--- src/rtl/alarm_zone_ctrl.sv ---
// Alarm zone controller: arms/disarms on a user code, runs an entry delay
// for ordinary zones, goes straight to alarm for instant zones or repeated
// bad codes, and holds the alarm for a minimum time before re-arming.
module alarm_zone_ctrl #(
    parameter int                NUM_ZONES   = 4,
    parameter int                ENTRY_DELAY = 16,
    parameter int                ALARM_HOLD  = 64,
    parameter int                CODE_W      = 4,
    parameter logic [CODE_W-1:0] ARM_CODE    = 4'hA,
    parameter int                MAX_BAD     = 3
) (
    input  logic                               clk,
    input  logic                               rst_n,
    input  logic                               ena,
    input  logic                               arm_req,
    input  logic                               disarm_req,
    input  logic [CODE_W-1:0]                  code_in,
    input  logic [NUM_ZONES-1:0]               zone_in,
    input  logic [NUM_ZONES-1:0]               zone_bypass,
    input  logic [NUM_ZONES-1:0]               zone_instant,
    output logic                               alarm,
    output logic [1:0]                         state,
    output logic [1:0]                         next_state,
    output logic [NUM_ZONES-1:0]               zone_latched,
    output logic [$clog2(ENTRY_DELAY+1)-1:0]   delay_left,
    output logic                               arm_fail,
    output logic                               code_err
);

    localparam int DW = $clog2(ENTRY_DELAY + 1);
    localparam int HW = $clog2(ALARM_HOLD + 1);
    localparam int BW = $clog2(MAX_BAD + 1);

    typedef enum logic [1:0] {
        ST_OFF   = 2'b00,
        ST_ARMED = 2'b01,
        ST_TRIG  = 2'b10,
        ST_ALARM = 2'b11
    } state_t;

    state_t               state_r;
    state_t               nxt_s;
    logic                 alarm_r;
    logic [DW-1:0]        dly_r;
    logic [HW-1:0]        hold_r;
    logic [BW-1:0]        bad_cnt_r;
    logic [NUM_ZONES-1:0] lat_r;
    logic                 arm_fail_r;
    logic                 code_err_r;

    logic [NUM_ZONES-1:0] active_s;
    logic                 any_active_s;
    logic                 instant_hit_s;
    logic                 code_ok_s;
    logic                 good_req_s;
    logic                 good_arm_s;
    logic                 good_disarm_s;
    logic                 bad_req_s;
    logic                 tamper_s;
    logic                 arm_fail_s;

    // Request qualification and zone summaries; a disarm always shadows a simultaneous arm.
    always_comb begin
        active_s      = zone_in & ~zone_bypass;
        any_active_s  = |active_s;
        instant_hit_s = |(active_s & zone_instant);
        code_ok_s     = (code_in == ARM_CODE);
        good_req_s    = (arm_req | disarm_req) & code_ok_s;
        good_disarm_s = disarm_req & code_ok_s;
        good_arm_s    = arm_req & ~disarm_req & code_ok_s;
        bad_req_s     = (arm_req | disarm_req) & ~code_ok_s;
        tamper_s      = bad_req_s && (bad_cnt_r >= BW'(MAX_BAD - 1));
        arm_fail_s    = (state_r == ST_OFF) && good_arm_s && any_active_s;
    end

    // Next-state decision; a valid disarm outranks every zone, tamper or timer event.
    always_comb begin
        nxt_s = state_r;
        case (state_r)
            ST_OFF: begin
                if (good_arm_s && !any_active_s) nxt_s = ST_ARMED;
                else                             nxt_s = ST_OFF;
            end
            ST_ARMED: begin
                if (good_disarm_s)                  nxt_s = ST_OFF;
                else if (tamper_s || instant_hit_s) nxt_s = ST_ALARM;
                else if (any_active_s)              nxt_s = ST_TRIG;
                else                                nxt_s = ST_ARMED;
            end
            ST_TRIG: begin
                if (good_disarm_s)                                        nxt_s = ST_OFF;
                else if (tamper_s || instant_hit_s || dly_r == DW'(1))    nxt_s = ST_ALARM;
                else                                                      nxt_s = ST_TRIG;
            end
            ST_ALARM: begin
                if (good_disarm_s)                          nxt_s = ST_OFF;
                else if (hold_r == HW'(1) && !any_active_s) nxt_s = ST_ARMED;
                else                                        nxt_s = ST_ALARM;
            end
            default: nxt_s = ST_OFF;
        endcase
    end

    // Combinational next-state view; frozen to the current state while disabled.
    always_comb begin
        if (ena) next_state = nxt_s;
        else     next_state = state_r;
    end

    // State, alarm flag and the entry-delay / alarm-hold down-counters.
    always_ff @(posedge clk) begin
        if (!rst_n) begin
            state_r <= ST_OFF;
            alarm_r <= 1'b0;
            dly_r   <= {DW{1'b0}};
            hold_r  <= {HW{1'b0}};
        end else if (ena) begin
            state_r <= nxt_s;
            alarm_r <= (nxt_s == ST_ALARM);
            if (nxt_s == ST_TRIG) begin
                if (state_r == ST_TRIG) dly_r <= dly_r - DW'(1);
                else                    dly_r <= DW'(ENTRY_DELAY);
            end else begin
                dly_r <= {DW{1'b0}};
            end
            if (nxt_s == ST_ALARM) begin
                if (state_r == ST_ALARM && hold_r != HW'(1)) hold_r <= hold_r - HW'(1);
                else                                         hold_r <= HW'(ALARM_HOLD);
            end else begin
                hold_r <= {HW{1'b0}};
            end
        end else begin
            state_r <= state_r;
            alarm_r <= alarm_r;
            dly_r   <= dly_r;
            hold_r  <= hold_r;
        end
    end

    // Sticky record of offending zones; only a successful arm wipes it.
    always_ff @(posedge clk) begin
        if (!rst_n) begin
            lat_r <= {NUM_ZONES{1'b0}};
        end else if (ena) begin
            if (state_r == ST_OFF && nxt_s == ST_ARMED) begin
                lat_r <= {NUM_ZONES{1'b0}};
            end else if (state_r == ST_TRIG || state_r == ST_ALARM ||
                         (state_r == ST_ARMED && nxt_s != ST_ARMED)) begin
                lat_r <= lat_r | active_s;
            end else begin
                lat_r <= lat_r;
            end
        end else begin
            lat_r <= lat_r;
        end
    end

    // Saturating bad-code counter and the one-cycle refusal / bad-code pulses.
    always_ff @(posedge clk) begin
        if (!rst_n) begin
            bad_cnt_r  <= {BW{1'b0}};
            arm_fail_r <= 1'b0;
            code_err_r <= 1'b0;
        end else if (ena) begin
            if (bad_req_s) begin
                if (bad_cnt_r != BW'(MAX_BAD)) bad_cnt_r <= bad_cnt_r + BW'(1);
                else                           bad_cnt_r <= bad_cnt_r;
            end else if (good_req_s) begin
                bad_cnt_r <= {BW{1'b0}};
            end else begin
                bad_cnt_r <= bad_cnt_r;
            end
            arm_fail_r <= arm_fail_s;
            code_err_r <= bad_req_s;
        end else begin
            bad_cnt_r  <= bad_cnt_r;
            arm_fail_r <= 1'b0;
            code_err_r <= 1'b0;
        end
    end

    assign state        = state_r;
    assign alarm        = alarm_r;
    assign delay_left   = dly_r;
    assign zone_latched = lat_r;
    // Pulses must read low in any cycle the block is disabled.
    assign arm_fail     = arm_fail_r & ena;
    assign code_err     = code_err_r & ena;

endmodule

--- config.mk ---
export PLATFORM = sky130hd
export DESIGN_NAME = alarm_zone_ctrl
export DESIGN_NICKNAME = d
export VERILOG_FILES = /design/src/rtl/alarm_zone_ctrl.sv
export SDC_FILE = /design/constraint.sdc
export NUM_CORES = 1
export LEC_CHECK = 0
export ABC_AREA = 1
export ABC_CLOCK_PERIOD_IN_PS = 1600
export CELL_PAD_IN_SITES_DETAIL_PLACEMENT = 0
export CELL_PAD_IN_SITES_GLOBAL_PLACEMENT = 1
export CORE_MARGIN = 4
export CORE_UTILIZATION = 39
export CTS_CLUSTER_DIAMETER = 150
export DETAILED_ROUTE_END_ITERATION = 16
export DONT_BUFFER_PORTS = 1
export GPL_TIMING_DRIVEN = 0
export MAX_ROUTING_LAYER = met4
export PLACE_DENSITY = 0.8
export SLEW_MARGIN = 25
export SYNTH_ARGS = -nofsm -noshare
export SYNTH_HDL_FRONTEND = slang
export SYNTH_SLANG_ARGS = --single-unit
export TNS_END_PERCENT = 100
--- constraint.sdc ---
create_clock -name clk -period 1.6 [get_ports clk]
set_input_delay 0.4 -clock clk [delete_from_list [all_inputs] [get_ports clk]]
set_output_delay 0.4 -clock clk [all_outputs]
set_load 0.01 [all_outputs]
==> impl_metrics.py, run 1 <==
metrics = {
    "floorplan": {
        "io_pins": 37,
        "dieArea_um2": 4830,
        "rows": 22,
        "fp.dieW_um": 69.5,
        "start_util_pct": 40.3,
        "core-area_um2": 3660,
        "die_y_um": 69.5,
    },
    "sta": {
        "hold_viol_final": 0,
        "finClkSkew_ns": 0.00491,
        "finalSetupTns_ns": -2.85,
        "fmax_mhz": 494,
        "slew_viol_final": 0,
        "grt_setup_unrepaired": "true",
        "relSlewSlack_pct": 66.1,
        "finalHoldWorstSlack_ns": 0.263,
        "layout_setup_ws_ns": -0.422,
        "period_share_pct": 126,
        "worstMarginPinSlew_ns": 0.509,
        "setup-violations-final": 20,
        "fin_crit_ns": 2.02,
    },
    "pwr": {
        "p_leak_nw": 0.824,
        "pwr_density_cell_nw_per_um2": 600,
        "peakVddDrop_mv": 0.340,
    },
    "min_path": {
        "hold_class": "in2reg",
        "worstHoldPathCells": 1,
    },
    "worst_setup_path": {
        "crit_chain": "inv_2 -> ha_2 -> or2_1 -> nand3_2 -> nand3_2 -> nand2_2 -> nand3_2 -> buf_6 -> nand2_4 -> nand2_4",
        "crit_type": "reg2out",
        "crit_path_frequent_cell": "nand3_2",
        "cpMaxStageDelayCell": "dfxtp_2",
        "crit_arrival_ns": 1.62,
        "critPathMaxFanout": 3,
        "end_kind": "output pin",
        "reg2reg_depth": 13,
        "start_kind": "flop",
        "cp.required_ns": 1.20,
        "critPathMaxStageDelay_ns": 0.34,
    },
    "routing": {
        "drt_iter0_drc": 81,
        "vias": 1401,
        "dr.pass1.iters": 4,
        "wire_per_inst_um": 12.7,
        "drtAntennaViolNets": 0,
        "route.detailed.drc": 0,
        "avgViaCountPerCell": 4.95,
        "routed_wl_um": 3590,
    },
    "synth": {
        "ys_async_sr_fraction_pct": 0,
        "synth_warnings": 0,
        "synth_top_area_cell": "dfxtp_1",
        "syn_inst": 222,
        "ys_seq_elements": 23,
        "yosys-top-cells-area": "dfxtp_1, nand2_1, inv_1, a21oi_1, nand3_1",
        "synth_nets": 249,
        "avgSynthCellArea_um2": 6.64,
        "syn_area_um2": 1470,
        "synth.distinct_cells": 29,
        "seq_area_frac_synth_pct": 31.2,
        "synth_edf_count": 0,
        "yosysTopAreaCellShare_pct": 31.2,
        "synthFlopType": "dfxtp_1",
    },
    "cts": {
        "cts.path.max_buffers": 2,
        "clk_pin_slew_ns": 0.08,
        "h-tree-depth": 1,
        "clock_sinks": 23,
        "cts_buffers": 3,
        "clock-root-buffer": "clkbuf_8",
        "clk-insertion-delay-late_ns": 0.26,
        "cts_tree": "built",
    },
    "final_layout": {
        "fillers": 396,
        "drive_gt1_share_pct": 24.7,
        "layout.nets": 263,
        "syn2layout_area_growth_pct": 19.3,
        "fin_util_pct": 48.0,
        "fin_area_um2": 1760,
        "n_antenna_cell": 0,
    },
    "run": {
        "max_cap_violations": 0,
    },
    "grt": {
        "grt.overflow.total": 0,
        "grt_pass1_vias": 1381,
        "grt_max_degree": 13,
        "grt_pass1_wl_um": 6110,
        "grt.total_usage_pct": 15.5,
        "grt_antenna_before_repair": 0,
    },
    "placed_design": {
        "dpl_cell_area_um2": 1560,
        "gp_congestion": 0.801,
        "dp_hpwl_um": 2630,
        "pre_cts_ws_ns": -0.206,
        "io_buffers": 0,
    },
    "run_status": {
        "violations": "setup timing",
        "status": "finished, violations left",
    },
}
==> cells by family after synthesis <==
| family | Yosys count | synth area share [%] |
|---|---|---|
| simple gates | 116 | 37.2 |
| buf+inv | 42 | 11.8 |
| compound gates | 31 | 12.3 |
| flops | 23 | 31.2 |
| fa+ha+maj | 6 | 5.09 |
| xor+xnor | 4 | 2.38 |
==> area by class of cell <==
type	count	area [um2]	share of cell area (%)
buffer	5	38.8	2.21
clock buffer	4	45.0	2.56
inverter	37	141	8.04
multi-input combinational	157	927	52.7
sequential	23	467	26.5
tap	48	60.1	3.42
timing repair buffer	9	78.8	4.48
==> final timing paths <==
| kind | start | to | slack (ns) |
|---|---|---|---|
| hold / removal | rst_n | bad_cnt_r[1] | 0.26 |
| hold reg to reg | hold_r[1] | hold_r[1] | 0.49 |
| setup reg to reg | bad_cnt_r[0] | zone_latched[1] | -0.19 |
| setup / recovery | bad_cnt_r[0] | next_state[0] | -0.42 |
==> cell usage after synthesis, drive strengths merged (2+ instances only) <==
cell type,count
nand2,55
inv,36
a21oi,25
dfxtp,23
nand3,21
nor2,19
nand4,10
ha,6
nor3,4
o21ai,4
or2,4
buf,3
xor2,3
clkbuf,2
nand3b,2
==> critical path: cells and delay by family, from the launching register on <==
kind | cells | cell delay (ns)
simple gates | 7 | 0.68
flops | 1 | 0.34
buf+inv | 2 | 0.17
fa+ha+maj | 1 | 0.15
==> through the flow <==
stage	power, W	instances
floorplan	0.000672	222
global placement	0.000692	270
detailed placement	0.000692	270
CTS	0.00107	280
global route	0.00110	283
finish	0.00105	283
==> placed cells by master, fill, tap and decap left out, types with 6 or more instances in the layout <==
| cell type | Yosys | layout |
|---|---|---|
| dfxtp_1 | 23 | 18 |
| nand4_1 | 10 | 10 |
| nand3_1 | 18 | 15 |
| nand2_2 | 2 | 6 |
| nor2_1 | 16 | 13 |
| nand2_1 | 53 | 45 |
| buf_4 | 0 | 7 |
| inv_1 | 35 | 33 |
| a21oi_2 | 5 | 9 |
| a21oi_1 | 20 | 16 |
==> sequential cells by signal, indices dropped and copies added, names as in the netlist <==
signal / flops
alarm: 1
code_err_r: 1
bad_cnt_r: 2
state: 2
arm_fail_r: 1
zone_latched: 4
hold_r: 7
delay_left: 5
==> power breakdown <==
group,leakage [nW],switching (W),internal [W]
clock,0.0228,0.000183,0.000178
sequential,0.188,0.00000464,0.000579
combinational,0.613,0.0000716,0.0000376
total,0.824,0.000260,0.000794
==> layer usage <==
layer	share of wire (%)	track usage, %
met1	47	20.1
met2	50	25.2
met3	2.3	2.17
met4	0.75	3.90
met5	0	-
==> timing repair <==
action / 4_1_cts / 5_1_grt
hold buffers: 0 / 0
pin swaps: 7 / 8
endpoints found under the setup margin: 18 / 21
setup buffers: 6 / 4
hold endpoints to repair: 0 / 0
gates resized for setup: 12 / 16
Note: power is estimated with default switching activity, not from simulation.
==> run 2: changes to the inputs <==
--- a/config.mk
+++ b/config.mk
@@ -5,18 +5,18 @@
 export SDC_FILE = /design/constraint.sdc
 export NUM_CORES = 1
 export LEC_CHECK = 0
-export ABC_AREA = 1
 export ABC_CLOCK_PERIOD_IN_PS = 1600
 export CELL_PAD_IN_SITES_DETAIL_PLACEMENT = 0
 export CELL_PAD_IN_SITES_GLOBAL_PLACEMENT = 1
 export CORE_MARGIN = 4
-export CORE_UTILIZATION = 39
+export CORE_UTILIZATION = 41
 export CTS_CLUSTER_DIAMETER = 150
 export DETAILED_ROUTE_END_ITERATION = 16
 export DONT_BUFFER_PORTS = 1
 export GPL_TIMING_DRIVEN = 0
 export MAX_ROUTING_LAYER = met4
-export PLACE_DENSITY = 0.8
+export PLACE_DENSITY_LB_ADDON = 0.1
+export SKIP_CTS_REPAIR_TIMING = 1
 export SLEW_MARGIN = 25
 export SYNTH_ARGS = -nofsm -noshare
 export SYNTH_HDL_FRONTEND = slang
==> impl_metrics.py, run 2 <==
metrics = {
    "run_status": {
        "status": "finished, violations left",
        "violations": "setup timing",
    },
    "synth": {
        "seq_area_frac_synth_pct": 32.6,
        "synth_nets": 194,
        "avgSynthCellArea_um2": 8.46,
        "yosys-top-cells-count": "dfxtp_1, nand2_1, nor2_1",
        "synth_edf_count": 0,
        "synth_warnings": 0,
        "synth.most_common_cell": "dfxtp_1",
        "ys_seq_elements": 23,
        "syn_area_um2": 1410,
        "yosys-top-cells-area": "dfxtp_1, ha_1, o211ai_1, a21oi_1, nand2_1",
        "synth_top_area_cell": "dfxtp_1",
        "yosysTopAreaCellShare_pct": 32.6,
        "syn_inst": 167,
        "ys_async_sr_fraction_pct": 0,
        "synth.distinct_cells": 51,
        "synthFlopType": "dfxtp_1",
    },
    "placed_design": {
        "place_inst": 213,
        "dp_hpwl_um": 2670,
        "io_buffers": 0,
        "pre_cts_ws_ns": -0.623,
        "gp_congestion": 0.867,
    },
    "final_layout": {
        "n_antenna_cell": 0,
        "largest_register_ffs": 7,
        "regMostFlops": "hold_r",
        "final_cells": 232,
        "drive_gt1_share_pct": 35.5,
        "multi_input_area_um2": 1070,
        "layout_common_cells": "buf_4, dfxtp_1, nand2_1",
        "seqCellArea_um2": 485,
        "fin_util_pct": 55.3,
        "mostFrequentLayoutCell": "buf_4",
        "syn2layout_area_growth_pct": 30.6,
        "fillers": 324,
        "layout.nets": 214,
    },
    "worst_setup_path": {
        "crit_path_frequent_cell": "nor2_2",
        "crit_arrival_ns": 1.82,
        "critPathMaxFanout": 10,
        "crit_buf_inv": 1,
        "path_delay_family": "simple AND/OR/NAND/NOR gates",
        "cpMaxStageDelayCell": "dfxtp_4",
        "reg2reg_slack_ns": -0.12,
        "end_kind": "output pin",
        "critPathMaxStageDelay_ns": 0.40,
        "crit_type": "reg2out",
        "start_kind": "flop",
        "crit_chain": "buf_4 -> nor2_2 -> nand4b_1 -> nor2_2 -> o22ai_1 -> a31oi_4",
        "cp.required_ns": 1.20,
    },
    "sta": {
        "fin_crit_ns": 2.22,
        "finalSetupTns_ns": -1.40,
        "finClkSkew_ns": 0.00570,
        "grt_setup_unrepaired": "true",
        "relSlewSlack_pct": 65.8,
        "slew_viol_final": 0,
        "period_share_pct": 139,
        "fmax_mhz": 450,
        "layout_setup_ws_ns": -0.622,
        "setup-violations-final": 7,
        "hold_viol_final": 0,
        "worstMarginPinSlew_ns": 0.513,
    },
    "pwr": {
        "p_leak_nw": 0.656,
        "peakVddDrop_mv": 0.243,
        "p_int_w": 0.000719,
        "p_sw_share_pct": 27.7,
        "clockPowerShare_pct": 29.5,
        "switching_power_w": 0.000275,
        "comb_power_share_pct": 12.7,
        "pwr_density_cell_nw_per_um2": 539,
        "pwr-share-seq_pct": 57.8,
    },
    "routing": {
        "vias": 1359,
        "drt_iter0_drc": 106,
        "avgViaCountPerCell": 5.86,
        "drtAntennaViolNets": 0,
        "wire_per_inst_um": 16.6,
        "route.detailed.drc": 0,
        "dr.pass1.iters": 4,
        "routed_wl_um": 3860,
    },
    "floorplan": {
        "io_pins": 37,
        "die_y_um": 66.7,
        "rows": 21,
        "dieArea_um2": 4450,
        "fp.dieW_um": 66.7,
        "start_util_pct": 42.3,
        "core-area_um2": 3340,
    },
    "cts": {
        "h-tree-depth": 1,
        "cts_tree": "built",
        "cts_buffers": 3,
        "clock_sinks": 23,
        "clock-root-buffer": "clkbuf_4",
        "cts.path.max_buffers": 2,
        "clk_pin_slew_ns": 0.14,
        "clk-insertion-delay-late_ns": 0.33,
    },
    "grt": {
        "grt_max_degree": 13,
        "grt_pass1_vias": 1241,
        "grt.total_usage_pct": 17.5,
        "grt_pass1_wl_um": 5810,
        "grt.overflow.total": 0,
        "grt_antenna_before_repair": 0,
    },
    "min_path": {
        "hold_class": "in2reg",
    },
    "run": {
        "max_cap_violations": 0,
    },
}
run 2: cell count changes after synthesis, sizes merged, moves of 4 or more:
cell    before  now
a21oi       25   10
a22o         0    4
a31oi        0    7
and2         0    4
inv         36    9
nand2       55   12
nand3       21    4
nand3b       2    6
nand4       10    1
nor2        19   11
nor2b        0    7
nor4         0    4
o211ai       0    7
run 2: cell type report:
cell class                      count  share of cell area, %
Sequential cell                    23                   26.3
Clock buffer                        4                   1.42
Inverter                            9                   1.97
Tap cell                           46                   3.12
Multi-Input combinational cell    127                   58.1
Timing Repair Buffer               16                   6.72
Buffer                              7                   2.31
run 2: cells by family after synthesis:
kind of cell	count (synthesis)	synth area share, %
adder cells (fa/ha/maj)	6	5.31
AO/OA/AOI/OAI	51	26.2
AND/OR/NAND/NOR	67	28.6
buffers and inverters	17	5.31
XOR/XNOR	2	1.24
multiplexers	1	0.709
flip-flops	23	32.6
run 2: worst paths after layout:
path         cells past startpoint         start             to
max                              6      state[1]  next_state[0]
min reg2reg                      2     hold_r[0]      hold_r[0]
min                              2       arm_req     arm_fail_r
max reg2reg                      8  bad_cnt_r[0]      hold_r[6]
run 2: power groups by stage:
stage,logic (W),registers [W],clock network (W)
floorplan,0.0000796,0.000594,0
finish,0.000127,0.000575,0.000293
CTS,0.000103,0.000582,0.000294
detailed placement,0.000102,0.000595,0
global route,0.000138,0.000576,0.000321
global placement,0.000100,0.000595,0
run 2: metal layers:
layer	part of all wire, %	vias to the layer above	track usage (%)
li1	-	665	-
met1	44	653	22.9
met2	49	36	27.4
met3	5.9	5	3.37
met4	1.2	0	5.33
met5	0	-	-
run 2: worst register-to-register path, delay by kind of cell, from the launching register on:
kind	cells	cell delay (ns)
flip-flops	1	0.36
AND/OR/NAND/NOR	2	0.41
AO/OA/AOI/OAI	3	0.53
buffers and inverters	2	0.25
adder cells (fa/ha/maj)	1	0.13
run 2: per-stage QoR:
step                      hold slack (ns)  power, W  cell area (um2)
after floorplan                     0.481  0.000674             1440
after global placement              0.511  0.000695             1500
after detailed placement            0.507  0.000697             1500
after CTS                           0.281  0.000979             1520
after global routing                0.312   0.00103             1840
final                               0.309  0.000995             1840
==> run 3: changes to the inputs <==
--- a/config.mk
+++ b/config.mk
@@ -14,7 +14,6 @@
 export DETAILED_ROUTE_END_ITERATION = 16
 export DONT_BUFFER_PORTS = 1
 export GPL_TIMING_DRIVEN = 0
-export MAX_ROUTING_LAYER = met4
 export PLACE_DENSITY_LB_ADDON = 0.1
 export SKIP_CTS_REPAIR_TIMING = 1
 export SLEW_MARGIN = 25
==> impl_metrics.py, run 3 (synthesis gave the netlist of run 2 again) <==
metrics = {
    "min_path": {
        "hold_class": "in2reg",
        "worstHoldPathCells": 2,
        "holdPathEnd": "arm_fail_r",
        "worstHoldStart": "arm_req",
    },
    "sta": {
        "fin_crit_ns": 2.23,
        "period_share_pct": 139,
        "setup-violations-final": 7,
        "finClkSkew_ns": 0.00514,
        "grt_setup_unrepaired": "true",
        "relSlewSlack_pct": 65.1,
        "layout_setup_ws_ns": -0.627,
        "fmax_mhz": 449,
        "slew_viol_final": 0,
        "finalSetupTns_ns": -1.41,
        "hold_viol_final": 0,
        "worstMarginPinSlew_ns": 0.524,
    },
    "routing": {
        "routed_wl_um": 3810,
        "dr.pass1.iters": 4,
        "route.detailed.drc": 0,
        "drt_iter0_drc": 95,
        "wire_per_inst_um": 16.4,
        "drtAntennaViolNets": 0,
        "vias": 1365,
        "avgViaCountPerCell": 5.88,
    },
    "grt": {
        "grt_max_degree": 13,
        "grt_pass1_vias": 1243,
        "grt_antenna_before_repair": 0,
        "grt_pass1_wl_um": 5800,
        "grt.total_usage_pct": 17.1,
        "grt.overflow.total": 0,
    },
    "cts": {
        "h-tree-depth": 1,
        "clk-insertion-delay-late_ns": 0.33,
        "clock_sinks": 23,
        "cts.path.max_buffers": 2,
        "cts_buffers": 3,
        "clk_pin_slew_ns": 0.14,
        "clock-root-buffer": "clkbuf_4",
        "cts_tree": "built",
    },
    "floorplan": {
        "fp.dieW_um": 66.7,
        "die_y_um": 66.7,
        "start_util_pct": 42.3,
        "core-area_um2": 3340,
        "rows": 21,
        "dieArea_um2": 4450,
        "io_pins": 37,
    },
    "final_layout": {
        "regMostFlops": "hold_r",
        "layout_common_cells": "buf_4, dfxtp_1, nand2_1",
        "largest_register_ffs": 7,
        "layout.nets": 214,
        "drive_gt1_share_pct": 35.5,
        "mostFrequentLayoutCell": "buf_4",
        "n_antenna_cell": 0,
        "fin_util_pct": 55.3,
        "syn2layout_area_growth_pct": 30.6,
    },
    "pwr": {
        "p_sw_share_pct": 27.7,
        "clockPowerShare_pct": 29.5,
        "p_leak_nw": 0.656,
        "comb_power_share_pct": 12.7,
        "pwr-share-seq_pct": 57.8,
        "peakVddDrop_mv": 0.243,
        "switching_power_w": 0.000275,
        "pwr_density_cell_nw_per_um2": 539,
        "p_int_w": 0.000719,
    },
    "run_status": {
        "status": "finished, violations left",
        "violations": "setup timing",
    },
    "worst_setup_path": {
        "reg2reg_depth": 8,
        "r2r_end": "hold_r[6]",
        "end_kind": "output pin",
        "start_kind": "flop",
        "critPathMaxFanout": 10,
        "crit_arrival_ns": 1.83,
        "timing.rr.start": "bad_cnt_r[0]",
        "cp.required_ns": 1.20,
        "crit_type": "reg2out",
        "reg2reg_slack_ns": -0.12,
    },
    "placed_design": {
        "io_buffers": 0,
        "gp_congestion": 0.854,
        "dp_hpwl_um": 2670,
    },
    "run": {
        "max_cap_violations": 0,
    },
}
[run 3: cell counts in the layout (fill, tap and decap cells not counted)]
Identical to the previous run, type by type.
[run 3: layer usage]
metal	vias up	global-route usage, %	part of all wire, %
met4	0	5.33	1.3
li1	667	-	-
met1	651	22.5	43
met3	5	4.05	6.6
met5	-	0	0
met2	42	27.4	49
[run 3: critical path, cell delays in order, from the launching register on]
cell and delay (ns):
dfxtp_4 0.40, buf_4 0.18, nor2_2 0.17, nand4b_1 0.18, nor2_2 0.20, o22ai_1 0.16, a31oi_4 0.21
[run 3: how the worst max path moves through the flow]
stage | startpoint | to | cells after the start
final | state[1] | next_state[0] | 6
after global routing | state[1] | next_state[0] | 6
after CTS | delay_left[0] | next_state[0] | 6
after detailed placement | code_in[2] | next_state[0] | 6
after global placement | code_in[2] | next_state[0] | 6
after floorplan | zone_in[2] | next_state[0] | 6
[run 3: power groups by stage]
stage	registers (W)	clock network [W]	logic, W
after floorplan	0.000594	0	0.0000796
after global placement	0.000595	0	0.000100
after detailed placement	0.000595	0	0.000102
after CTS	0.000582	0.000294	0.000103
after global routing	0.000576	0.000321	0.000138
final	0.000575	0.000293	0.000126
[run 3: area by class of cell]
class | instances | area, um2
plain buffers | 7 | 42.5
clock buffers | 4 | 26.3
fillers | 324 | 1490
inverters | 9 | 36.3
multi-input cells | 127 | 1070
flip-flops and latches | 23 | 485
well taps | 46 | 57.6
repair buffers | 16 | 124
[run 3: stage by stage]
step           hold WS (ns)  power (W)  worst slack, ns  area (um2)  instances
2_1_floorplan         0.481   0.000674           -0.486        1440        167
3_3_place_gp          0.511   0.000695           -0.607        1500        213
3_5_place_dp          0.507   0.000697           -0.623        1500        213
4_1_cts               0.281   0.000979           -0.930        1520        217
5_1_grt               0.312    0.00103           -0.692        1840        232
6_report              0.311   0.000995           -0.627        1840        232
